### src/rtl/regfile_ctrl_pkg.sv
// ----------------------------------------------------------------------------
// regfile_ctrl_pkg
// Shared definitions for the register-file instruction sequencer:
//   - opcode constants (instr[7:6])
//   - ALU_OP encodings driven to the datapath
//   - FSM state encoding
//   - instruction field bit positions
//   - decoded-control bundle passed from the decoder to the top
// ----------------------------------------------------------------------------
package regfile_ctrl_pkg;

    // Opcodes
    localparam logic [1:0] OP_ADD  = 2'b00;
    localparam logic [1:0] OP_SUB  = 2'b01;
    localparam logic [1:0] OP_ADDI = 2'b10;
    localparam logic [1:0] OP_SKE  = 2'b11;

    // ALU_OP encodings
    localparam logic [1:0] ALU_ADD  = 2'b00;
    localparam logic [1:0] ALU_SUB  = 2'b01;
    localparam logic [1:0] ALU_ADDI = 2'b10;

    // Instruction field positions: [7:6] op, [5:4] rs, [3:2] rt, [1:0] rd/imm
    localparam int OP_LO  = 6;
    localparam int RS_LO  = 4;
    localparam int RT_LO  = 2;
    localparam int RD_LO  = 0;
    localparam int IMM_LO = 0;

    typedef enum logic [1:0] {
        IDLE = 2'd0,
        READ = 2'd1,
        EXEC = 2'd2,
        WB   = 2'd3
    } state_t;

    // Decoded control for one opcode
    typedef struct packed {
        logic       reg_dst;   // 1 = write rd, 0 = write rt
        logic       writes;    // opcode writes the register file
        logic [1:0] alu_op;
        logic       alu_src;   // 1 = ALU operand B is the immediate
        logic       is_ske;
    } dec_t;

endpackage

### src/rtl/regfile_seq_decode.sv
// ----------------------------------------------------------------------------
// regfile_seq_decode
// Purely combinational opcode decoder.
// Ports:
//   op   in   2      instruction opcode
//   dec  out  dec_t  {reg_dst, writes, alu_op, alu_src, is_ske}
// ----------------------------------------------------------------------------
module regfile_seq_decode
    import regfile_ctrl_pkg::*;
(
    input  logic [1:0] op,
    output dec_t       dec
);

    always_comb begin
        // NOTE: every output gets a default before the case so no path can
        // leave it unassigned and infer a latch.
        dec = '0;
        case (op)
            OP_ADD: begin
                dec.reg_dst = 1'b1;
                dec.writes  = 1'b1;
                dec.alu_op  = ALU_ADD;
            end
            OP_SUB: begin
                dec.reg_dst = 1'b1;
                dec.writes  = 1'b1;
                dec.alu_op  = ALU_SUB;
            end
            OP_ADDI: begin
                dec.writes  = 1'b1;
                dec.alu_op  = ALU_ADDI;
                dec.alu_src = 1'b1;
            end
            default: begin
                // SKE compares operands; subtract is the natural ALU hint.
                dec.alu_op  = ALU_SUB;
                dec.is_ske  = 1'b1;
            end
        endcase
    end

endmodule

### src/rtl/regfile_seq_ctrl.sv
// ----------------------------------------------------------------------------
// regfile_seq_ctrl
// Multi-cycle (IDLE -> READ -> EXEC -> WB) sequencer for an 8-bit, 4-entry
// register file. Accepts one instruction per valid/ready handshake, drives
// register addresses, REGDST/REGWRITE, ALU select and sign-extended
// immediate, and implements SKE (skip next instruction if R[rs] == R[rt]).
//
// Ports:
//   CLK, RST             clock (rising), asynchronous active-high reset
//   INSTR, INSTR_VALID   instruction and its valid strobe
//   INSTR_READY          high in IDLE (and not in reset)
//   RD_ONE, RD_TWO       registered read data from the register file
//   REG_SOURCE, REG_TWO  read addresses rs / rt (REG_TWO is also I-type dest)
//   REG_DEST             R-type write address rd
//   REGDST, REGWRITE     write select and write strobe (WB only)
//   ALU_OP, ALU_SRC      ALU operation and operand-B select
//   IMM_EXT              sign-extended immediate
//   DONE                 one-cycle retire pulse (also for squashed instrs)
//
// Optional: define CTRL_RETIRE_CNT_EN to add RETIRE_CNT[7:0] (DONE pulses)
// and SQUASH_CNT[7:0] (WB cycles of squashed instructions), both wrapping.
// ----------------------------------------------------------------------------
module regfile_seq_ctrl
    import regfile_ctrl_pkg::*;
#(
    parameter int DATA_W = 8,
    parameter int ADDR_W = 2,
    parameter int IMM_W  = 2
) (
    input  logic              CLK,
    input  logic              RST,
    input  logic [7:0]        INSTR,
    input  logic              INSTR_VALID,
    output logic              INSTR_READY,
    input  logic [DATA_W-1:0] RD_ONE,
    input  logic [DATA_W-1:0] RD_TWO,
    output logic [ADDR_W-1:0] REG_SOURCE,
    output logic [ADDR_W-1:0] REG_TWO,
    output logic [ADDR_W-1:0] REG_DEST,
    output logic              REGDST,
    output logic              REGWRITE,
    output logic [1:0]        ALU_OP,
    output logic              ALU_SRC,
    output logic [DATA_W-1:0] IMM_EXT,
    output logic              DONE
`ifdef CTRL_RETIRE_CNT_EN
   ,output logic [7:0]        RETIRE_CNT,
    output logic [7:0]        SQUASH_CNT
`endif
);

    state_t     state_q, state_d;
    logic [7:0] instr_q;
    logic       squash_q;   // current instruction is skipped
    logic       eq_q;       // SKE compare result captured in EXEC
    dec_t       dec;

    regfile_seq_decode u_decode (
        .op  (instr_q[OP_LO +: 2]),
        .dec (dec)
    );

    always_ff @(posedge CLK or posedge RST) begin
        if (RST) begin
            state_q  <= IDLE;
            instr_q  <= '0;
            squash_q <= 1'b0;
            eq_q     <= 1'b0;
        end else begin
            // NOTE: sequential state uses non-blocking assignments so every
            // register samples pre-edge values regardless of statement order.
            state_q <= state_d;
            if (state_q == IDLE && INSTR_VALID)
                instr_q <= INSTR;
            // Read data is only valid in EXEC; keep the compare for WB.
            if (state_q == EXEC)
                eq_q <= (RD_ONE == RD_TWO);
            // A squashed instruction consumes the skip; only a live SKE
            // can arm a new one.
            if (state_q == WB)
                squash_q <= dec.is_ske && !squash_q && eq_q;
        end
    end

    always_comb begin
        state_d     = state_q;
        INSTR_READY = 1'b0;
        REG_SOURCE  = '0;
        REG_TWO     = '0;
        REG_DEST    = '0;
        REGDST      = 1'b0;
        REGWRITE    = 1'b0;
        ALU_OP      = '0;
        ALU_SRC     = 1'b0;
        IMM_EXT     = '0;
        DONE        = 1'b0;

        case (state_q)
            IDLE: begin
                // Held low while RST is asserted so every output reads 0.
                INSTR_READY = !RST;
                if (INSTR_VALID)
                    state_d = READ;
            end
            READ: state_d = EXEC;
            EXEC: state_d = WB;
            WB: begin
                state_d  = IDLE;
                DONE     = 1'b1;
                REGWRITE = dec.writes && !squash_q;
                REGDST   = dec.reg_dst;
            end
            default: state_d = IDLE;
        endcase

        // Address and ALU controls hold from READ through WB.
        if (state_q != IDLE) begin
            REG_SOURCE = instr_q[RS_LO +: ADDR_W];
            REG_TWO    = instr_q[RT_LO +: ADDR_W];
            REG_DEST   = instr_q[RD_LO +: ADDR_W];
            ALU_OP     = dec.alu_op;
            ALU_SRC    = dec.alu_src;
            IMM_EXT    = {{(DATA_W-IMM_W){instr_q[IMM_LO+IMM_W-1]}},
                          instr_q[IMM_LO +: IMM_W]};
        end
    end

`ifdef CTRL_RETIRE_CNT_EN
    always_ff @(posedge CLK or posedge RST) begin
        if (RST) begin
            RETIRE_CNT <= '0;
            SQUASH_CNT <= '0;
        end else if (state_q == WB) begin
            RETIRE_CNT <= RETIRE_CNT + 8'd1;
            if (squash_q)
                SQUASH_CNT <= SQUASH_CNT + 8'd1;
        end
    end
`endif

endmodule

### config.mk
export PLATFORM = sky130hd
export DESIGN_NAME = regfile_seq_ctrl
export DESIGN_NICKNAME = d
export VERILOG_FILES = /design/src/rtl/regfile_ctrl_pkg.sv /design/src/rtl/regfile_seq_decode.sv /design/src/rtl/regfile_seq_ctrl.sv
export SDC_FILE = /design/constraint.sdc
export NUM_CORES = 1
export LEC_CHECK = 0
export ABC_CLOCK_PERIOD_IN_PS = 1540
export CORE_MARGIN = 2
export CORE_UTILIZATION = 32
export CTS_CLUSTER_DIAMETER = 100
export DETAILED_ROUTE_END_ITERATION = 12
export PLACE_DENSITY = 0.79
export SYNTH_ARGS = -nofsm -noshare
export SYNTH_HDL_FRONTEND = slang
export SYNTH_SLANG_ARGS = --single-unit
### constraint.sdc
create_clock -name CLK -period 1.54 [get_ports CLK]
set_input_delay 0.308 -clock CLK [delete_from_list [all_inputs] [get_ports CLK]]
set_output_delay 0.308 -clock CLK [all_outputs]
set_load 0.01 [all_outputs]
==> flow_summary_export.csv <==
group,metric,value,unit
timing,setup_viol,15,
synth,synth_area,754,µm²
timing,fmax,626,MHz
detailed_routing,drt-pass1-iter-count,1,
status,status,"finished with violations",
power_and_ir_drop,swShare,37.2,%
timing,period_minus_slack,1.60,ns
global_routing,grt_max_degree,13,
power_and_ir_drop,p_int,1.43,mW
clock_tree,worstSkewPairLatency,0.27,ns
final_layout,layout_commonest_cell,"clkdlybuf4s50_1",
power_and_ir_drop,power,2.27,mW
placed_design,gp_congestion,0.629,
global_routing,grt_overflow,0,
final_layout,nets,153,
worst_hold_path,min_path_type,"in -> async",
critical_path,crit_fanout,8,
detailed_routing,wirelength,1.64,mm
floorplanning,die_h,52.6,µm
final_layout,area_delta_synth_final,67.2,%
synth,yosys.area.top_type,"dfrtp_1",
final_layout,final_util,57.0,%
power_and_ir_drop,power_frac_seq,23.7,%
placed_design,io_buffers,47,
power_and_ir_drop,combPwrFrac,65.4,%
power_and_ir_drop,irDropWorstVdd,0.00108,V
floorplanning,core_area,2210,µm²
timing,relSlewSlack,68.4,%
timing,layout_worst_path_cycle_share,104,%
clock_tree,root_buffer,"clkbuf_4",
critical_path,end_kind,"output pin",
placed_design,dp_hpwl,1.27,mm
final_layout,antenna_cells,0,
final_layout,fillCellCount,209,
floorplanning,fp.dieW,52.6,µm
floorplanning,ioPinCount,48,
job,maxCapViolCount,0,
final_layout,multiInputGateArea,408,µm²
detailed_routing,drtAntennaViolNets,0,
final_layout,stdcell_count,149,
critical_path,worstSetupPathType,"reg -> out",
detailed_routing,viasPerCell,4.42,
timing,finalClockSkew,0.000434,ns
synth,synth_seq_cells,12,
status,failed_checks,"negative setup slack",
synth,ys_types,16,
synth,synth.area.top_cells,"dfrtp_1 40%, mux2_2 13%, buf_4 10%",
final_layout,layout-drive-gt1-share,43.8,%
power_and_ir_drop,leakage,0.601,nW
synth,syn_inst,69,
clock_tree,cts_inserted_buffers,3,
critical_path,crit_arrival,1.29,ns
power_and_ir_drop,clkPwrFrac,10.9,%
detailed_routing,drc,0,
critical_path,worstPathRequired,1.23,ns
floorplanning,start_util,34.1,%
detailed_routing,vias,658,
power_and_ir_drop,pwr_density_cell,1800,nW/µm²
timing,rsz0062_at_grt,"true",
final_layout,regArea,300,µm²
clock_tree,clkTransAtPathRegs,0.07,ns
clock_tree,cts_tree,"yes",
global_routing,grt_pass1_wl,2.65,mm
global_routing,grtUsageTotal,13.0,%
detailed_routing,wl_per_cell,11.0,µm
synth,synth.top_cell.area_share,39.8,%
floorplanning,row_count,17,
synth,synth_nets,100,
global_routing,antenna_found_initial,0,
synth,seq_area_frac_synth,39.8,%
timing,worstMarginPinSlew,0.474,ns
clock_tree,cts_max_level,1,
critical_path,r2r_slack,0.10,ns
synth,yosysWarningCount,0,
placed_design,dp.cells,141,
clock_tree,clock_path_buffers,2,
timing,hold_violations,0,
global_routing,grt_pass1_vias,653,
clock_tree,hold_buffers,0,
floorplanning,die_area,2760,µm²
clock_tree,cts_sinks,12,
synth,syn_avg_cell_area,10.9,µm²
critical_path,start_kind,"register",
final_layout,layout_common_cells,"26 x clkdlybuf4s50_1, 18 x buf_2, 12 x dfrtp_1",
detailed_routing,drtIter0Drc,0,
power_and_ir_drop,p_switching,0.844,mW
timing,slew_violations,0,
timing,fin_ws,-0.0565,ns
[kinds of logic after synthesis]
group | count (synthesis) | share of synthesized area, %
AO/OA/AOI/OAI | 4 | 3.15
adder cells (fa/ha/maj) | 4 | 6.63
flip-flops | 12 | 39.8
XOR/XNOR | 8 | 9.29
multiplexers | 9 | 13.4
buffers and inverters | 13 | 11.4
AND/OR/NAND/NOR | 19 | 16.3
[area by class of cell]
type | count | area share [%]
Clock buffer | 4 | 2.88
Inverter | 3 | 0.893
Multi-Input combinational cell | 44 | 32.3
Sequential cell | 12 | 23.8
Tap cell | 28 | 2.78
Timing Repair Buffer | 58 | 37.3
[flip-flops by register name, summed over array words and instances, names as in the netlist]
register / cells
instr_q: 8
state_q: 2
eq_q: 1
squash_q: 1
[metrics by stage]
stage	cell area [µm²]	worst slack [ns]	setup TNS, ns	hold slack, ns
after floorplan	762	0.00601	0	0.173
after global placement	1240	-0.294	-4.49	0.470
after detailed placement	1240	-0.367	-5.46	0.481
after CTS	1240	-0.0772	-0.793	0.398
after global routing	1260	-0.128	-1.73	0.440
final	1260	-0.0565	-0.432	0.394
[critical path, stage by stage, from the launching register on]
cell and delay (ns):
dfrtp_1 0.37, inv_2 0.06, ha_4 0.19, nor2b_4 0.21, buf_2 0.18
[timing repair]
item                       CTS  global route
buffers inserted             1             3
setup endpoints to repair   22            20
pin swaps                    2             1
resized for setup           92             4
[power by group through the flow]
stage | registers, mW | clock network, mW | logic, mW
4_1_cts | 0.537 | 0.259 | 1.45
5_1_grt | 0.560 | 0.279 | 1.62
2_1_floorplan | 0.522 | 0 | 0.883
6_report | 0.538 | 0.248 | 1.48
3_3_place_gp | 0.532 | 0 | 1.54
3_5_place_dp | 0.538 | 0 | 1.57
[worst paths after layout]
| path | from | to | cells after the start |
|---|---|---|---|
| min in group CLK | squash_q$_DFFE_PP0P_ | squash_q$_DFFE_PP0P_ | 2 |
| max in group asynchronous | RST | instr_q[6]$_DFFE_PP0P_ | 2 |
| max reg2reg | state_q[1]$_DFFE_PP0P_ | state_q[1]$_DFFE_PP0P_ | 5 |
| min | RST | instr_q[1]$_DFFE_PP0P_ | 2 |
| max | state_q[1]$_DFFE_PP0P_ | IMM_EXT[3] | 4 |
| min reg2reg | squash_q$_DFFE_PP0P_ | squash_q$_DFFE_PP0P_ | 2 |
[layer usage]
metal  up-vias  part of all wire [%]  global-route usage [%]
li1        322                     -                       -
met1       300                    37                    14.0
met2        34                    53                    24.0
met3         2                   9.1                    4.29
met4         0                   1.0                    3.85
met5         -                     0                       0
[cell usage after synthesis]
master and number:
dfrtp_1 12, nor2b_1 11, buf_4 10, mux2_2 9, xor2_1 8, ha_1 4, inv_1 3, a21oi_1 2
nand2b_1 2, nor4_1 2, a31o_1 1, nand2_4 1, nand3_1 1, nor3_1 1, nor3b_1 1, o21ai_0 1
Power figures use the tool's default switching activity.
